File: src/rtl/bin_to_bcd_display.sv
// bin_to_bcd_display
//   Sequential double-dabble converter: accepts one unsigned binary value per
//   start/ready handshake, shifts it through a BCD scratch register one bit per
//   cycle, and publishes the packed BCD result (digit 0 in [3:0]) together with an
//   overflow flag. The published result only changes on the cycle done is raised,
//   so a downstream 7-segment scan driver never sees a partially converted value.
//   Values above 10^DIGITS-1 skip the conversion and publish all-'E' digits.

module bin_to_bcd_display #(
    parameter int BIN_W  = 32,
    parameter int DIGITS = 8
) (
    input  logic                  clk,
    input  logic                  reset,
    input  logic                  start,
    input  logic [BIN_W-1:0]      bin,
    output logic                  ready,
    output logic                  done,
    output logic                  overflow,
    output logic [4*DIGITS-1:0]   bcd_out
);

    localparam int BCD_W = 4 * DIGITS;
    localparam int CNT_W = $clog2(BIN_W + 1);

    typedef enum logic [0:0] {
        IDLE  = 1'b0,
        SHIFT = 1'b1
    } state_t;

    // Largest value representable in DIGITS decimal digits (10^DIGITS - 1).
    function automatic logic [63:0] max_decimal(input int digits);
        logic [63:0] v;
        v = 64'd1;
        for (int i = 0; i < digits; i++) begin
            v = v * 64'd10;
        end
        return v - 64'd1;
    endfunction

    // Double-dabble digit correction: every digit >= 5 gets +3 so the following
    // left shift carries correctly into the next decimal digit. Digits stay <= 9
    // before correction, so the 4-bit add never overflows into a neighbour.
    function automatic logic [BCD_W-1:0] add3_digits(input logic [BCD_W-1:0] v);
        logic [BCD_W-1:0] r;
        logic [3:0]       dig;
        r = '0;
        for (int d = 0; d < DIGITS; d++) begin
            dig = v[4*d +: 4];
            if (dig >= 4'd5) begin
                r[4*d +: 4] = dig + 4'd3;
            end else begin
                r[4*d +: 4] = dig;
            end
        end
        return r;
    endfunction

    localparam logic [63:0] MAX_VAL = max_decimal(DIGITS);

    state_t             state_r;
    logic               ready_r;
    logic               done_r;
    logic               overflow_r;
    logic [BCD_W-1:0]   bcd_out_r;
    logic [BIN_W-1:0]   bin_r;
    logic [BCD_W-1:0]   scratch_r;
    logic [CNT_W-1:0]   count_r;

    logic [BCD_W-1:0]   scratch_adj_s;
    logic [BCD_W-1:0]   scratch_next_s;
    logic [63:0]        bin_ext_s;
    logic               too_big_s;
    logic               last_shift_s;

    // Combinational add-3 correction, next shifted scratch value and range test.
    always_comb begin
        scratch_adj_s  = add3_digits(scratch_r);
        scratch_next_s = {scratch_adj_s[BCD_W-2:0], bin_r[BIN_W-1]};
        bin_ext_s      = 64'(bin);
        too_big_s      = (bin_ext_s > MAX_VAL);
        last_shift_s   = (count_r == CNT_W'(BIN_W - 1));
    end

    // Conversion FSM with registered handshake and result outputs.
    always_ff @(posedge clk or negedge reset) begin
        if (!reset) begin
            state_r    <= IDLE;
            ready_r    <= 1'b1;
            done_r     <= 1'b0;
            overflow_r <= 1'b0;
            bcd_out_r  <= '0;
            bin_r      <= '0;
            scratch_r  <= '0;
            count_r    <= '0;
        end else begin
            done_r <= 1'b0;
            case (state_r)
                IDLE: begin
                    if (start) begin
                        if (too_big_s) begin
                            // Out of range: publish the error pattern right away.
                            bcd_out_r  <= {DIGITS{4'hE}};
                            overflow_r <= 1'b1;
                            done_r     <= 1'b1;
                        end else begin
                            bin_r     <= bin;
                            scratch_r <= '0;
                            count_r   <= '0;
                            state_r   <= SHIFT;
                            ready_r   <= 1'b0;
                        end
                    end
                end
                SHIFT: begin
                    scratch_r <= scratch_next_s;
                    bin_r     <= {bin_r[BIN_W-2:0], 1'b0};
                    count_r   <= count_r + CNT_W'(1);
                    if (last_shift_s) begin
                        // Result and flag are only ever published together here.
                        bcd_out_r  <= scratch_next_s;
                        overflow_r <= 1'b0;
                        done_r     <= 1'b1;
                        state_r    <= IDLE;
                        ready_r    <= 1'b1;
                    end
                end
                default: begin
                    state_r <= IDLE;
                    ready_r <= 1'b1;
                end
            endcase
        end
    end

    assign ready    = ready_r;
    assign done     = done_r;
    assign overflow = overflow_r;
    assign bcd_out  = bcd_out_r;

endmodule

File: config.mk
export PLATFORM = sky130hd
export DESIGN_NAME = bin_to_bcd_display
export DESIGN_NICKNAME = d
export VERILOG_FILES = /design/src/rtl/bin_to_bcd_display.sv
export SDC_FILE = /design/constraint.sdc
export NUM_CORES = 1
export LEC_CHECK = 0
export CELL_PAD_IN_SITES_DETAIL_PLACEMENT = 2
export CELL_PAD_IN_SITES_GLOBAL_PLACEMENT = 2
export CORE_ASPECT_RATIO = 1.4
export CORE_MARGIN = 1.5
export CORE_UTILIZATION = 35
export DETAILED_ROUTE_END_ITERATION = 7
export GPL_ROUTABILITY_DRIVEN = 0
export GPL_TIMING_DRIVEN = 0
export MAX_ROUTING_LAYER = met4
export PLACE_DENSITY = 0.83
export SETUP_SLACK_MARGIN = 0.15
export SYNTH_ARGS = -nofsm -noshare
export SYNTH_HDL_FRONTEND = slang
export SYNTH_SLANG_ARGS = --single-unit
File: constraint.sdc
create_clock -name clk -period 2.55 [get_ports clk]
set_input_delay 0.51 -clock clk [delete_from_list [all_inputs] [get_ports clk]]
set_output_delay 0.51 -clock clk [all_outputs]
set_load 0.05 [all_outputs]
* Word-level counts from Yosys, hierarchy flattened
Index checks and enable logic that the tools add are counted.
** Word-level totals
- Bits in latches :: 0
- Bits in read-only memories :: 0
- Input port bits :: 35
- Memories kept :: 0
- Word-level logic and storage cells :: 72
- RAM bits :: 0
- Register bits :: 106
- Output and inout bits :: 35
** Cells by class
- Add/sub/neg operators :: 9
- Shifts and indexed selects :: 0
- Muxes and demuxes :: 37
- Bitwise logic cells :: 1
- Order comparisons :: 9
- Div/mod/pow operators :: 0
- Reductions and logical operators :: 3
- $mul :: 0
- Equality and inequality tests :: 5
** Operators by type and width (number)
- $mux 32 :: 7
- $pmux 32 s2 :: 3
- $ge 4x3->1 const B :: 8
- $gt 32x27->1 const B :: 1
- $add 4x2->4 const B :: 7
- $mux 4 :: 7
- $mux 1 :: 12
- $mux 6 :: 2
- $pmux 6 s2 :: 1
- $pmux 1 s2 :: 4
- $add 6x1->6 const B :: 1
- $eq 6x5->1 const B :: 1
- $ne 2x2->1 const B :: 3
- $reduce_and 3->1 :: 2
- $add 3x2->3 const B :: 1
- $mux 3 :: 1
- $ne 2x1->1 const B :: 1
- $reduce_and 2->1 :: 1
- $not 1->1 :: 1

* Longest topological paths before layout
- Depth in word-level cells :: 4
- Depth in mapped cells :: 7
- Mapped depth without buffers :: 7

* Least setup slack after synthesis
No wires, ideal clock.
- Kind :: input -> register
- Start point :: input port bin[25]
- End point :: register bin_r[14]
- Path buffers :: 2
- Data arrival time :: 2.108 ns
- Cell stages on the path :: 7
- Slack :: 0.319 ns
- Setup time :: 0.123 ns
- Required time :: 2.427 ns
- Cells stage by stage :: or4b_4 nor4_4 a211oi_2 or2_1 buf_6 buf_6 o221a_1
** On the way
- Cells in the longest elaborated chain, start to end :: 3
** RTL lines
- from (decl) :: RTL line 16 : input logic [BIN_W-1:0] bin,
- $gt 32x27->1 :: RTL line 81 : too_big_s = (bin_ext_s > MAX_VAL);
- $ne 2x2->1 (no source line)
- $reduce_and 2->1 (no source line)
- to (signal assigned) :: RTL line 107 : bin_r <= bin;
- to (signal assigned) :: RTL line 117 : bin_r <= {bin_r[BIN_W-2:0], 1'b0};
- to (decl) :: RTL line 66 : logic [BIN_W-1:0] bin_r;
No other way between the ends.
A chain may end at the register's enable or synchronous reset.

* Final worst setup path
- Start point :: input port bin[22]
- End point :: register bin_r[1]
Same word-level chain as after synthesis.

==> flow_summary.toml <==
[outcome]
outcome = "finished, final reports clean"

[critical_path]
crit_path_end_kind = "register"
path_cells = "clkdlybuf4s50_1 > nand4_1 > nor4_4 > a211oi_4 > or2_1 > buf_6 > buf_6 > o221a_1"
critPathArrivalTime_ps = 2580
cp_top_family = "simple AND/OR/NAND/NOR gates"
cpMostUsedCell = "buf_6"
crit_type = "in2reg"
start_kind = "input pin"
path_max_fanout = 10
slowest_stage = "clkdlybuf4s50_1"
critPathMaxStageDelay_ps = 490
critPathBufInv = 3
required_ps = 2780

[drt]
dr_total_vias = 4106
totalWireLength_mm = 15.3
drtIter0Drc = 142
drtPass1Iterations = 4
drt-vias-per-instance = 5.33
wl_per_cell_um = 19.9
drtAntennaViolNets = 0
route.detailed.drc = 0

[job]
maxCapViolCount = 0

[clock_network]
htreeDepth = 3
clk_pin_slew_ps = 70
cts_inserted_buffers = 9
cts-hold-fix-buffers = 0
cts_buffer_depth = 2
clk-insertion-delay-late_ps = 350
cts_tree = "yes"
cts-root-buf = "clkbuf_16"
cts_sinks = 106

[yosys]
postSynthAreaPerCell_um2 = 10.4
synth_seq_cells = 106
syn_inst = 495
yosys.cell_types.count = 42
yosysWarnings = 0
synthesis.area_mm2 = 0.00514
yosysSeqAreaShare_pct = 51.6
netlist.area_leader.share_pct = 51.1
synth_largest_area_cell = "dfrtp_1"
synth.area.top_cells = "dfrtp_1 51%, o221a_1 5.3%, nand2b_1 4.4%"
syn_nets = 547

[power_and_ir_drop]
internal-power_uw = 4030
power.leakage_uw = 0.00270
power_frac_comb_pct = 37.2
power.switching_uw = 2310
share_clk_of_total_power_pct = 22.1
swShare_pct = 36.5
total_power_uw = 6340
pwr-share-seq_pct = 40.7
powerDensity_mw_per_mm2 = 981
ir_drop_mv = 0.318

[layout]
area_delta_synth_final_pct = 25.6
drive_gt1_share_pct = 9.62
fin_cells = 771
final_nets = 630
final_common_cell = "dfrtp_1"
nFillCells = 1490
diodes = 0
layout_common_cells = "105 x dfrtp_1, 63 x clkdlybuf4s50_1, 57 x nor2_1, 49 x nand2_1, 36 x nand2b_1"

[sta]
setup_ws_ps = 203
max-slew-margin-rel_pct = 58.8
max_freq_ghz = 0.426
period_minus_slack_ps = 2350
fin_hold_ws_ps = 126
slew_violations = 0
finalSetupTns_ps = 0
clock-skew-final_ps = 5.89
hold_viol_final = 0
rsz0062_at_grt = "false"
min_period_over_period_pct = 92.1
setup_viol = 0
worst_slew_pin_slew_ps = 618

[die]
die_h_um = 146
coreArea_mm2 = 0.0144
rows = 52
io_pins = 70
die_w_um = 105
die_area_mm2 = 0.0154
start_util_pct = 35.8

[grt]
grt_pass1_vias = 4812
antenna_found_initial = 0
track_usage_pct = 21.5
grt_pass1_wl_mm = 25.3
grt_max_degree = 71
grt_overflow_total = 0

[placement]
hpwlAfterDp_mm = 10.9
portBuffers = 69
place_inst = 754
dp_slack_ps = -381

[worst_hold_path]
hold_class = "in2async"
power groups by stage:
stage / combinational (µW) / clock [µW] / sequential (µW)
2_1_floorplan: 1680 / 0 / 2480
3_3_place_gp: 2130 / 0 / 2540
3_5_place_dp: 2300 / 0 / 2590
4_1_cts: 2350 / 1450 / 2580
5_1_grt: 2640 / 1510 / 2650
6_report: 2360 / 1400 / 2580
registers in the layout (all words and copies together), names as in the netlist:
name / flops
overflow: 1
bin_r: 32
done: 1
ready: 1
state_r: 1
scratch_r: 32
count_r: 6
bcd_out: 32
area by class of cell:
| cell class | count | area, µm² | area share, % |
|---|---|---|---|
| multi-input cells | 341 | 2300 | 35.6 |
| inverters | 18 | 67.6 | 1.05 |
| clock inverters | 2 | 37.5 | 0.581 |
| flip-flops and latches | 106 | 2650 | 41.1 |
| repair buffers | 72 | 736 | 11.4 |
| plain buffers | 30 | 180 | 2.79 |
| clock buffers | 13 | 250 | 3.87 |
| well taps | 189 | 236 | 3.66 |
cells in the mapped netlist (all sizes together):
library cell  number
dfrtp            105
nor2              58
nand2             49
nand2b            36
a21oi             26
o221a             26
a22o              24
o21ai             24
inv               18
ha                17
buf               16
clkbuf            14
xnor2             10
a2bb2oi            8
and3               8
mux2i              8
xor2               8
a31o               7
nand3              5
nand4              5
nor3               4
a211oi             3
nor4               2
or2                2
a2111o             1
a21boi             1
a32o               1
a32oi              1
dfstp              1
mux2               1
nand4b             1
nor3b              1
o21a               1
o22ai              1
or3                1
or4b               1
repair_timing:
action                     CTS  global route
setup buffers                1             0
gates cloned                 0             1
resized for setup           14            19
setup endpoints to repair   91            53
pin swaps                    6             5
path summary, 6_finish.rpt:
check | start | slack (ps) | cells past startpoint | to
max | bin[22] | 200 | 8 | bin_r[1]
min | reset | 130 | 1 | bcd_out[18]
max reg2reg | count_r[1] | 380 | 7 | bcd_out[31]
min reg2reg | ready | 460 | 2 | ready
max in group asynchronous | reset | 1690 | 2 | count_r[4]
min in group clk | ready | 460 | 2 | ready
cell families after synthesis:
logic type      Yosys count  share of synthesized area [%]
mux                       9                           1.78
flops                   106                           51.6
buf+inv                  48                           4.48
simple gates            173                           16.2
compound gates          124                           18.7
xor+xnor                 18                           3.07
fa+ha+maj                17                           4.14
per-layer routing:
| metal | vias to the layer above | track usage (%) | part of all wire, % |
|---|---|---|---|
| met2 | 81 | 39.1 | 55 |
| li1 | 1901 | - | - |
| met3 | 15 | 3.26 | 2.6 |
| met4 | 0 | 5.75 | 1.3 |
| met5 | - | - | 0 |
| met1 | 2109 | 24.5 | 41 |
worst register-to-register path: cells and delay by family, from the launching register on:
kind                       cells  cell delay (ps)
buffers and inverters          2              670
DFF                            1              460
and+or+nand+nor                3              550
adders and majority gates      1              260
AOI/OAI and AO/OA              1              150
stage by stage:
step | util, % | area, µm²
finish | 44.9 | 6460
CTS | 44.6 | 6420
global placement | 42.2 | 6070
global route | 44.9 | 6460
floorplan | - | 5140
detailed placement | 42.4 | 6090
No activity file was read; power rests on OpenSTA's default activity.
